[src/rtl/shbuf_arb_pkg.sv]
// Shared FSM state type and round-robin helper for the shift buffer arbiter.
package shbuf_arb_pkg;

   typedef enum logic [1:0] {IDLE, BURST, PAD} state_e;

   // Requester after id, wrapping at n.
   function automatic int unsigned rr_next(input int unsigned id, input int unsigned n);
      return (id + 1 >= n) ? 0 : id + 1;
   endfunction

endpackage

[src/rtl/rr_arbiter.sv]
// Combinational round-robin arbiter: first asserted request at or after ptr_i wins.
module rr_arbiter #(
   parameter int unsigned NUM_REQ = 4,
   localparam int unsigned IdW = $clog2(NUM_REQ)
) (
   input  logic [NUM_REQ-1:0] req_i,
   input  logic [IdW-1:0]     ptr_i,
   output logic [NUM_REQ-1:0] gnt_o,
   output logic [IdW-1:0]     gnt_id_o
);

   always_comb begin
      logic [IdW-1:0] idx;
      logic           found;
      gnt_o    = '0;
      gnt_id_o = '0;
      found    = 1'b0;
      idx      = '0;
      for (int unsigned k = 0; k < NUM_REQ; k++) begin
         idx = IdW'((32'(ptr_i) + k) % NUM_REQ);
         if (!found && req_i[idx]) begin
            found      = 1'b1;
            gnt_o[idx] = 1'b1;
            gnt_id_o   = idx;
         end
      end
   end

endmodule

[src/rtl/shift_buffer_arbiter.sv]
// Round-robin owner of a shared word-to-line shift buffer; tags each completed line.
// Define SHBUF_ARB_TIMEOUT_EN to zero-pad lines whose owner stalls for TIMEOUT_CYC cycles.
module shift_buffer_arbiter
   import shbuf_arb_pkg::*;
#(
   parameter int unsigned NUM_REQ     = 4,
   parameter int unsigned BUF_SIZE    = 8,
   parameter int unsigned BUF_WIDTH   = 32,
   parameter int unsigned TIMEOUT_CYC = 16,
   localparam int unsigned IdW = $clog2(NUM_REQ)
) (
   input  logic                         clk,
   input  logic                         rst_n,
   input  logic [NUM_REQ-1:0]           req_i,
   input  logic [NUM_REQ-1:0]           valid_i,
   input  logic [NUM_REQ*BUF_WIDTH-1:0] data_i,
   output logic [NUM_REQ-1:0]           ready_o,
   output logic [BUF_WIDTH-1:0]         buf_data_o,
   output logic                         buf_wr_en_o,
   input  logic                         buf_valid_i,
   output logic [IdW-1:0]               tag_id_o,
   output logic                         tag_pad_o,
   output logic                         align_err_o
);

   localparam int unsigned CntW = $clog2(BUF_SIZE) + 1;

   typedef logic [IdW-1:0] id_t;
   typedef struct packed {
      id_t  id;
      logic pad;
   } tag_t;

   state_e          state_q;
   id_t             owner_q, ptr_q;
   logic [CntW-1:0] cnt_q;
   tag_t            tag_q;
   logic            expect_q, align_err_q;
`ifdef SHBUF_ARB_TIMEOUT_EN
   localparam int unsigned StallW = $clog2(TIMEOUT_CYC) + 1;
   logic [StallW-1:0] stall_q;
`endif

   logic [NUM_REQ-1:0]   gnt;
   id_t                  gnt_id;
   logic [BUF_WIDTH-1:0] words [NUM_REQ];
   logic                 last_beat;
   id_t                  next_ptr;

   rr_arbiter #(
      .NUM_REQ(NUM_REQ)
   ) u_rr (
      .req_i   (req_i),
      .ptr_i   (ptr_q),
      .gnt_o   (gnt),
      .gnt_id_o(gnt_id)
   );

   always_comb begin
      for (int unsigned i = 0; i < NUM_REQ; i++) words[i] = data_i[i*BUF_WIDTH +: BUF_WIDTH];
   end

   assign last_beat = (cnt_q == CntW'(BUF_SIZE - 1));
   assign next_ptr  = IdW'(rr_next(32'(owner_q), NUM_REQ));

   always_comb begin
      ready_o     = '0;
      buf_wr_en_o = 1'b0;
      buf_data_o  = '0;
      if (state_q == BURST) begin
         ready_o[owner_q] = 1'b1;
         buf_wr_en_o      = valid_i[owner_q];
         buf_data_o       = words[owner_q];
      end else if (state_q == PAD) begin
         buf_wr_en_o = 1'b1;
      end
   end

   always_ff @(posedge clk) begin
      if (!rst_n) begin
         state_q     <= IDLE;
         owner_q     <= '0;
         ptr_q       <= '0;
         cnt_q       <= '0;
         tag_q       <= '0;
         expect_q    <= 1'b0;
         align_err_q <= 1'b0;
`ifdef SHBUF_ARB_TIMEOUT_EN
         stall_q     <= '0;
`endif
      end else begin
         // The buffer must report line-complete exactly one cycle after the last write.
         expect_q <= 1'b0;
         if (buf_valid_i != expect_q) align_err_q <= 1'b1;
         unique case (state_q)
            IDLE: begin
               if (|gnt) begin
                  owner_q <= gnt_id;
                  cnt_q   <= '0;
                  state_q <= BURST;
               end
            end
            BURST: begin
               if (valid_i[owner_q]) begin
`ifdef SHBUF_ARB_TIMEOUT_EN
                  stall_q <= '0;
`endif
                  if (last_beat) begin
                     cnt_q    <= '0;
                     tag_q    <= '{id: owner_q, pad: 1'b0};
                     ptr_q    <= next_ptr;
                     expect_q <= 1'b1;
                     state_q  <= IDLE;
                  end else begin
                     cnt_q <= cnt_q + CntW'(1);
                  end
               end
`ifdef SHBUF_ARB_TIMEOUT_EN
               else if (cnt_q != '0) begin
                  if (stall_q == StallW'(TIMEOUT_CYC - 1)) begin
                     stall_q <= '0;
                     state_q <= PAD;
                  end else begin
                     stall_q <= stall_q + StallW'(1);
                  end
               end
`endif
            end
`ifdef SHBUF_ARB_TIMEOUT_EN
            PAD: begin
               if (last_beat) begin
                  cnt_q    <= '0;
                  tag_q    <= '{id: owner_q, pad: 1'b1};
                  ptr_q    <= next_ptr;
                  expect_q <= 1'b1;
                  state_q  <= IDLE;
               end else begin
                  cnt_q <= cnt_q + CntW'(1);
               end
            end
`endif
            default: state_q <= IDLE;
         endcase
      end
   end

   assign tag_id_o    = tag_q.id;
   assign tag_pad_o   = tag_q.pad;
   assign align_err_o = align_err_q;

endmodule

[config.mk]
export PLATFORM = sky130hd
export DESIGN_NAME = shift_buffer_arbiter
export DESIGN_NICKNAME = d
export VERILOG_FILES = /design/src/rtl/shbuf_arb_pkg.sv /design/src/rtl/rr_arbiter.sv /design/src/rtl/shift_buffer_arbiter.sv
export SDC_FILE = /design/constraint.sdc
export NUM_CORES = 1
export LEC_CHECK = 0
export ABC_AREA = 1
export CAP_MARGIN = 15
export CORE_MARGIN = 8
export CORE_UTILIZATION = 33
export CTS_BUF_LIST = sky130_fd_sc_hd__clkbuf_4 sky130_fd_sc_hd__clkbuf_8
export DETAILED_ROUTE_END_ITERATION = 16
export MAX_ROUTING_LAYER = met4
export PLACE_DENSITY = 0.81
export SYNTH_ARGS = -nofsm -noshare
export SYNTH_HDL_FRONTEND = slang
export SYNTH_SLANG_ARGS = --single-unit
export TNS_END_PERCENT = 10
[constraint.sdc]
create_clock -name clk -period 2.35 [get_ports clk]
set_clock_uncertainty 0.2 [all_clocks]
set_input_delay 0.3525 -clock clk [delete_from_list [all_inputs] [get_ports clk]]
set_output_delay 0.3525 -clock clk [all_outputs]
set_load 0.01 [all_outputs]
==> results.cfg, run 1 <==
[status]
status = completed

[hold_path]
holdCritStartpoint = tag_id_o[1]
hold_path_depth = 2
min_to = tag_id_o[1]
min_path_type = flop to flop

[clocking]
htreeDepth = 1
hold_buffers = 0
cts.clk_slew.worst_paths_ps = 50
post_cts_resized = 10
clock_latency_ps = 240
cts_setup_buffers = 0
cts_made_buffers = 3
root_buffer = clkbuf_8
cts_tree = built
cts_buffer_depth = 2
cts.sinks = 13

[global_route]
grt_remaining_overflow = 0
grt_start_max_net_pins = 38
use_met1 = 0.221
grt_pass1_wl_mm = 14.7
grt_usage = 0.204
met2_usage = 0.360
grt_pass1_vias = 3189
busiest_layer = met2
antenna_found_initial = 0
grtUsageMet3 = 0.0402

[setup_path]
crit_buf_inv = 3
crit_slowest_cell = clkdlybuf4s50_1
path_cells = buf_4, ha_1, nand2_1, inv_1, clkdlybuf4s50_1
crit_path_max_incr_delay_ps = 540
critPathMaxFanout = 18
crit_required_ps = 1800
rr_endpoint = cnt_q[2]
crit_family = buffers and inverters
end_kind = output port
cp.arrival_ps = 1750
r2r_slack_ps = 460
path_class = flop to output port
cp-start-kind = flop
r2r_start = ptr_q[0]
reg2reg_depth = 12

[die]
dieWidth_um = 95.3
die_area_sq_um = 9090
core-area_sq_um = 6200
start_util = 0.335
row_count = 29
die_h_um = 95.3
ios = 180

[power_and_ir_drop]
p_sw_frac = 0.354
p_sw_w = 0.000444
p_int_w = 0.000812
peakVddDrop_v = 0.000191
pwr-share-seq = 0.194
leakage_nw = 2.10
clockPowerShare = 0.167
p_comb_frac = 0.639
p_per_area_nw_per_um2 = 303
totalPowerFinal_w = 0.00126

[timing]
hold_ws_ps = 277
fmax_ghz = 0.435
fin_crit_sh = 0.979
setup_viol = 0
hold_violations = 0
drv_slew = 0
fin_crit_ps = 2300
tns_ps = 0
rsz0062_at_grt = yes

[detailed_routing]
vias_per_cell = 4.86
dr.pass1.iters = 4
routedWlPerCell_um = 14.7
vias = 3157
drtIter0Drc = 150
post-route-drc-count = 0
antenna_left = 0
routed_wl_mm = 9.54

[logic_synthesis]
syn_nets = 548
ys.flop_type = dfxtp_1
async_flop_share = 0
synth_seq_cells = 13
synth_warnings = 0
syn_area_sq_um = 2080
syn_area_per_cell_sq_um = 5.22
synth_most_common_cell = nor2_1
synth_commonest_cells = 144 x nor2_1, 71 x o21ai_0, 37 x a21oi_1, 35 x nand2_1, 18 x inv_1
yosysTopAreaCellShare = 0.260
ys_types = 27
syn-instance-count = 398
yosys.area.top_type = nor2_1
synth_edf_count = 0
ys_seq_area_frac = 0.125
synth_area_leaders = nor2_1 26%, o21ai_0 17%, dfxtp_1 13%, a21oi_1 8.9%, ha_1 6.6%

[final_layout]
area_delta_synth_final_pct = 99.9
layout.nets = 724
fin_util = 0.669
antenna_cells = 0
drive_above_1_share = 0.0873

[placement]
io_buffers = 178
routabilityCongestion = 0.908
dp_hpwl_mm = 7.81

[job]
max-cap-violations = 0
==> sequential cells by signal, indices dropped and copies added, names as in the netlist <==
| signal | cells |
|---|---|
| align_err_o | 1 |
| expect_q | 1 |
| owner_q | 2 |
| state_q | 1 |
| tag_id_o | 2 |
| ptr_q | 2 |
| cnt_q | 4 |
==> layer usage <==
layer | wire, um | part of all wire
met5 | 0 | 0
met4 | 292 | 0.031
met3 | 662 | 0.069
met2 | 4900 | 0.51
met1 | 3690 | 0.39
==> cells in the final DEF (no fill, tap or decap), drive strengths merged <==
master         netlist  final
a211oi               1      1
a21oi               37     37
buf                 10     19
clkbuf              16      4
clkdlybuf4s50        0    147
clkinv               2      2
conb                 1      1
dfxtp               13     13
dlygate4sd2          0      8
dlymetal6s2s         0     23
ha                  11     11
inv                 23     23
nand2               48     48
nand3               12     12
nand4                1      1
nor2               144    144
nor3                 1      1
nor4                 1      1
o21ai               75     75
o31ai                1      1
xor2                 1      1
==> power by group through the flow <==
| stage | Sequential, W | Clock [W] | Combinational [W] |
|---|---|---|---|
| global placement | 0.000248 | 0 | 0.000815 |
| floorplan | 0.000244 | 0 | 0.000353 |
| detailed placement | 0.000248 | 0 | 0.000827 |
| finish | 0.000244 | 0.000210 | 0.000803 |
| global route | 0.000246 | 0.000226 | 0.000883 |
| CTS | 0.000244 | 0.000215 | 0.000821 |
==> how the worst max path moves through the flow <==
stage                                end  startpoint  cells past startpoint  slack (ps)
after floorplan                 cnt_q[2]    ptr_q[0]                     12         370
after global placement    buf_data_o[11]  data_i[11]                      6         -20
after detailed placement  buf_data_o[11]  data_i[11]                      6         -30
after CTS                 buf_data_o[19]  owner_q[0]                      6          -4
after global routing         buf_wr_en_o  owner_q[1]                      8         -70
final                         ready_o[3]  owner_q[1]                      5          50
==> area by class of cell <==
| cell class | count | area (sq um) |
|---|---|---|
| tap | 77 | 96.3 |
| fill | 575 | 2050 |
| inverter | 25 | 98.8 |
| sequential | 13 | 264 |
| timing repair buffer | 197 | 2040 |
| multi-input combinational | 334 | 1600 |
| clock buffer | 4 | 48.8 |
==> metrics by stage <==
step           instances  cell area [sq um]  setup WS, ps
3_5_place_dp         646               4050         -25.4
2_1_floorplan        398               2080           365
3_3_place_gp         646               4050         -24.0
5_1_grt              650               4150         -67.3
6_report             650               4150          50.2
4_1_cts              650               4090         -4.41
==> worst min-delay path, stage by stage (launching register included) <==
cell     delay, ps
dfxtp_1        330
nand2_1         50
o21ai_0         60
==> logic make-up (layout without fill, tap and decap cells) <==
kind of cell	Yosys count	count (layout)	share of synthesized area
AO/OA/AOI/OAI	114	114	0.281
XOR/XNOR	1	1	0.00422
adder cells (fa/ha/maj)	11	11	0.0663
buffers and inverters	51	226	0.104
flip-flops	13	13	0.125
other	1	1	0.00181
AND/OR/NAND/NOR	207	207	0.417
No activity file was read; power rests on OpenSTA's default activity.
==> run 2: changes to the inputs <==
- CTS_CLUSTER_DIAMETER: not set -> 100
==> results of run 2 <==
No change in the layout: final DEF, timing and power equal those of run 1.
==> run 3: changes to the inputs <==
- SKIP_CTS_REPAIR_TIMING: not set -> 1
==> run 3 against run 2 <==
Net effect:
- routed wire length fell by 0.14%
- register-to-register slack barely moved
- maximum frequency rose by 0.38%
- critical path depth did not move
==> results.cfg, run 3 (same netlist as run 1, synthesis figures left out) <==
[detailed_routing]
vias_per_cell = 4.83
dr.pass1.iters = 4
post-route-drc-count = 0
drtIter0Drc = 149
routedWlPerCell_um = 14.7
wl_met1_mm = 3.67
routed_wl_mm = 9.52
top_layer = met4
met2_length_mm = 4.88
vias = 3139
antenna_left = 0
wl_met3_um = 681

[clocking]
cts_buffer_depth = 2
cts_made_buffers = 3
root_buffer = clkbuf_8
cts.sinks = 13
htreeDepth = 1
cts.clk_slew.worst_paths_ps = 50
cts_tree = built
clock_latency_ps = 240

[global_route]
grt_start_max_net_pins = 38
grt_pass1_vias = 3192
grt_usage = 0.204
antenna_found_initial = 0
grt_pass1_wl_mm = 14.7
grt_remaining_overflow = 0

[placement]
routabilityCongestion = 0.908
dp_hpwl_mm = 7.81
io_buffers = 178
place_area_sq_um = 4050
dp.cells = 646

[hold_path]
min_path_type = flop to flop

[die]
start_util = 0.335
row_count = 29
ios = 180
dieWidth_um = 95.3
die_h_um = 95.3
die_area_sq_um = 9090
core-area_sq_um = 6200

[final_layout]
fin_util = 0.675
area_delta_synth_final_pct = 102
antenna_cells = 0
layout_commonest_cell = clkdlybuf4s50_1
layout.nets = 724
final_cell_mix = 146 x clkdlybuf4s50_1, 144 x nor2_1, 71 x o21ai_0
largest_register = cnt_q
fin_area_sq_um = 4190
finalNonFillerCells = 650
drive_above_1_share = 0.0890
largest_reg_flops = 4

[job]
max-cap-violations = 0

[timing]
fmax_ghz = 0.436
fin_crit_ps = 2290
fin_crit_sh = 0.975
hold_violations = 0
drv_slew = 0
tns_ps = 0
rsz0062_at_grt = no
setup_viol = 0

[power_and_ir_drop]
leakage_nw = 2.20
totalPowerFinal_w = 0.00126
p_per_area_nw_per_um2 = 302
peakVddDrop_v = 0.000191

[setup_path]
startpoint = owner_q[0]
crit_path_max_incr_delay_ps = 550
path_cells = inv_2, buf_12, o21ai_0, a21oi_1, clkdlybuf4s50_1
r2r_start = ptr_q[0]
crit_buf_inv = 3
cp-start-kind = flop
path_class = flop to output port
reg2reg_depth = 12
r2r_slack_ps = 460
crit_slowest_cell = clkdlybuf4s50_1
cp.depth = 5
crit_required_ps = 1800
critPathMaxFanout = 31
crit_path_end = buf_data_o[3]
end_kind = output port
rr_endpoint = cnt_q[2]
crit_family = buffers and inverters
cp.arrival_ps = 1740

[status]
status = completed
-- run 3: cell count changes in the layout (fill, tap and decap cells not counted), sizes merged --
cell / previous run / this run
dlymetal6s2s: 23 / 32
dlygate4sd2: 8 / 0
clkdlybuf4s50: 147 / 146
-- run 3: worst register-to-register path, cell delays in order (launching register included) --
cell and delay (ps):
dfxtp_1 350, inv_2 50, ha_1 330, inv_1 110, nand3_1 100, nand2_2 100
inv_2 50, nand2_2 80, nand3_2 60, nand2_2 80, nand2_4 100, a21oi_1 140
nor2_1 50
-- run 3: area by class of cell --
type / count / area (sq um)
Sequential cell: 13 / 265
Clock buffer: 4 / 48.8
Tap cell: 77 / 96.3
Multi-Input combinational cell: 334 / 1600
Inverter: 25 / 98.8
Timing Repair Buffer: 197 / 2070
Fill cell: 567 / 2020
-- run 3: metal layers --
layer	track usage	vias to the layer above
li1	-	1632
met2	0.360	120
met1	0.221	1367
met4	0.0741	0
met3	0.0402	20
met5	-	-
-- run 3: how the worst min path moves through the flow --
stage	startpoint	endpoint	depth (start not counted)
2_1_floorplan	cnt_q[0]	cnt_q[0]	1
3_3_place_gp	tag_id_o[1]	tag_id_o[1]	2
3_5_place_dp	align_err_o	align_err_o	2
4_1_cts	align_err_o	align_err_o	2
5_1_grt	tag_id_o[1]	tag_id_o[1]	2
6_report	tag_id_o[1]	tag_id_o[1]	2
-- run 3: stage by stage --
stage,worst slack (ps),hold slack (ps)
floorplan,365,253
global placement,-24.0,255
detailed placement,-25.4,265
CTS,-156,282
global route,5.93,290
finish,58.8,277
-- run 3: power breakdown --
part | internal [W] | leakage (nW) | switching [W]
clock | 0.000131 | 0.0262 | 0.0000786
combinational | 0.000456 | 2.07 | 0.000353
sequential | 0.000232 | 0.107 | 0.0000124
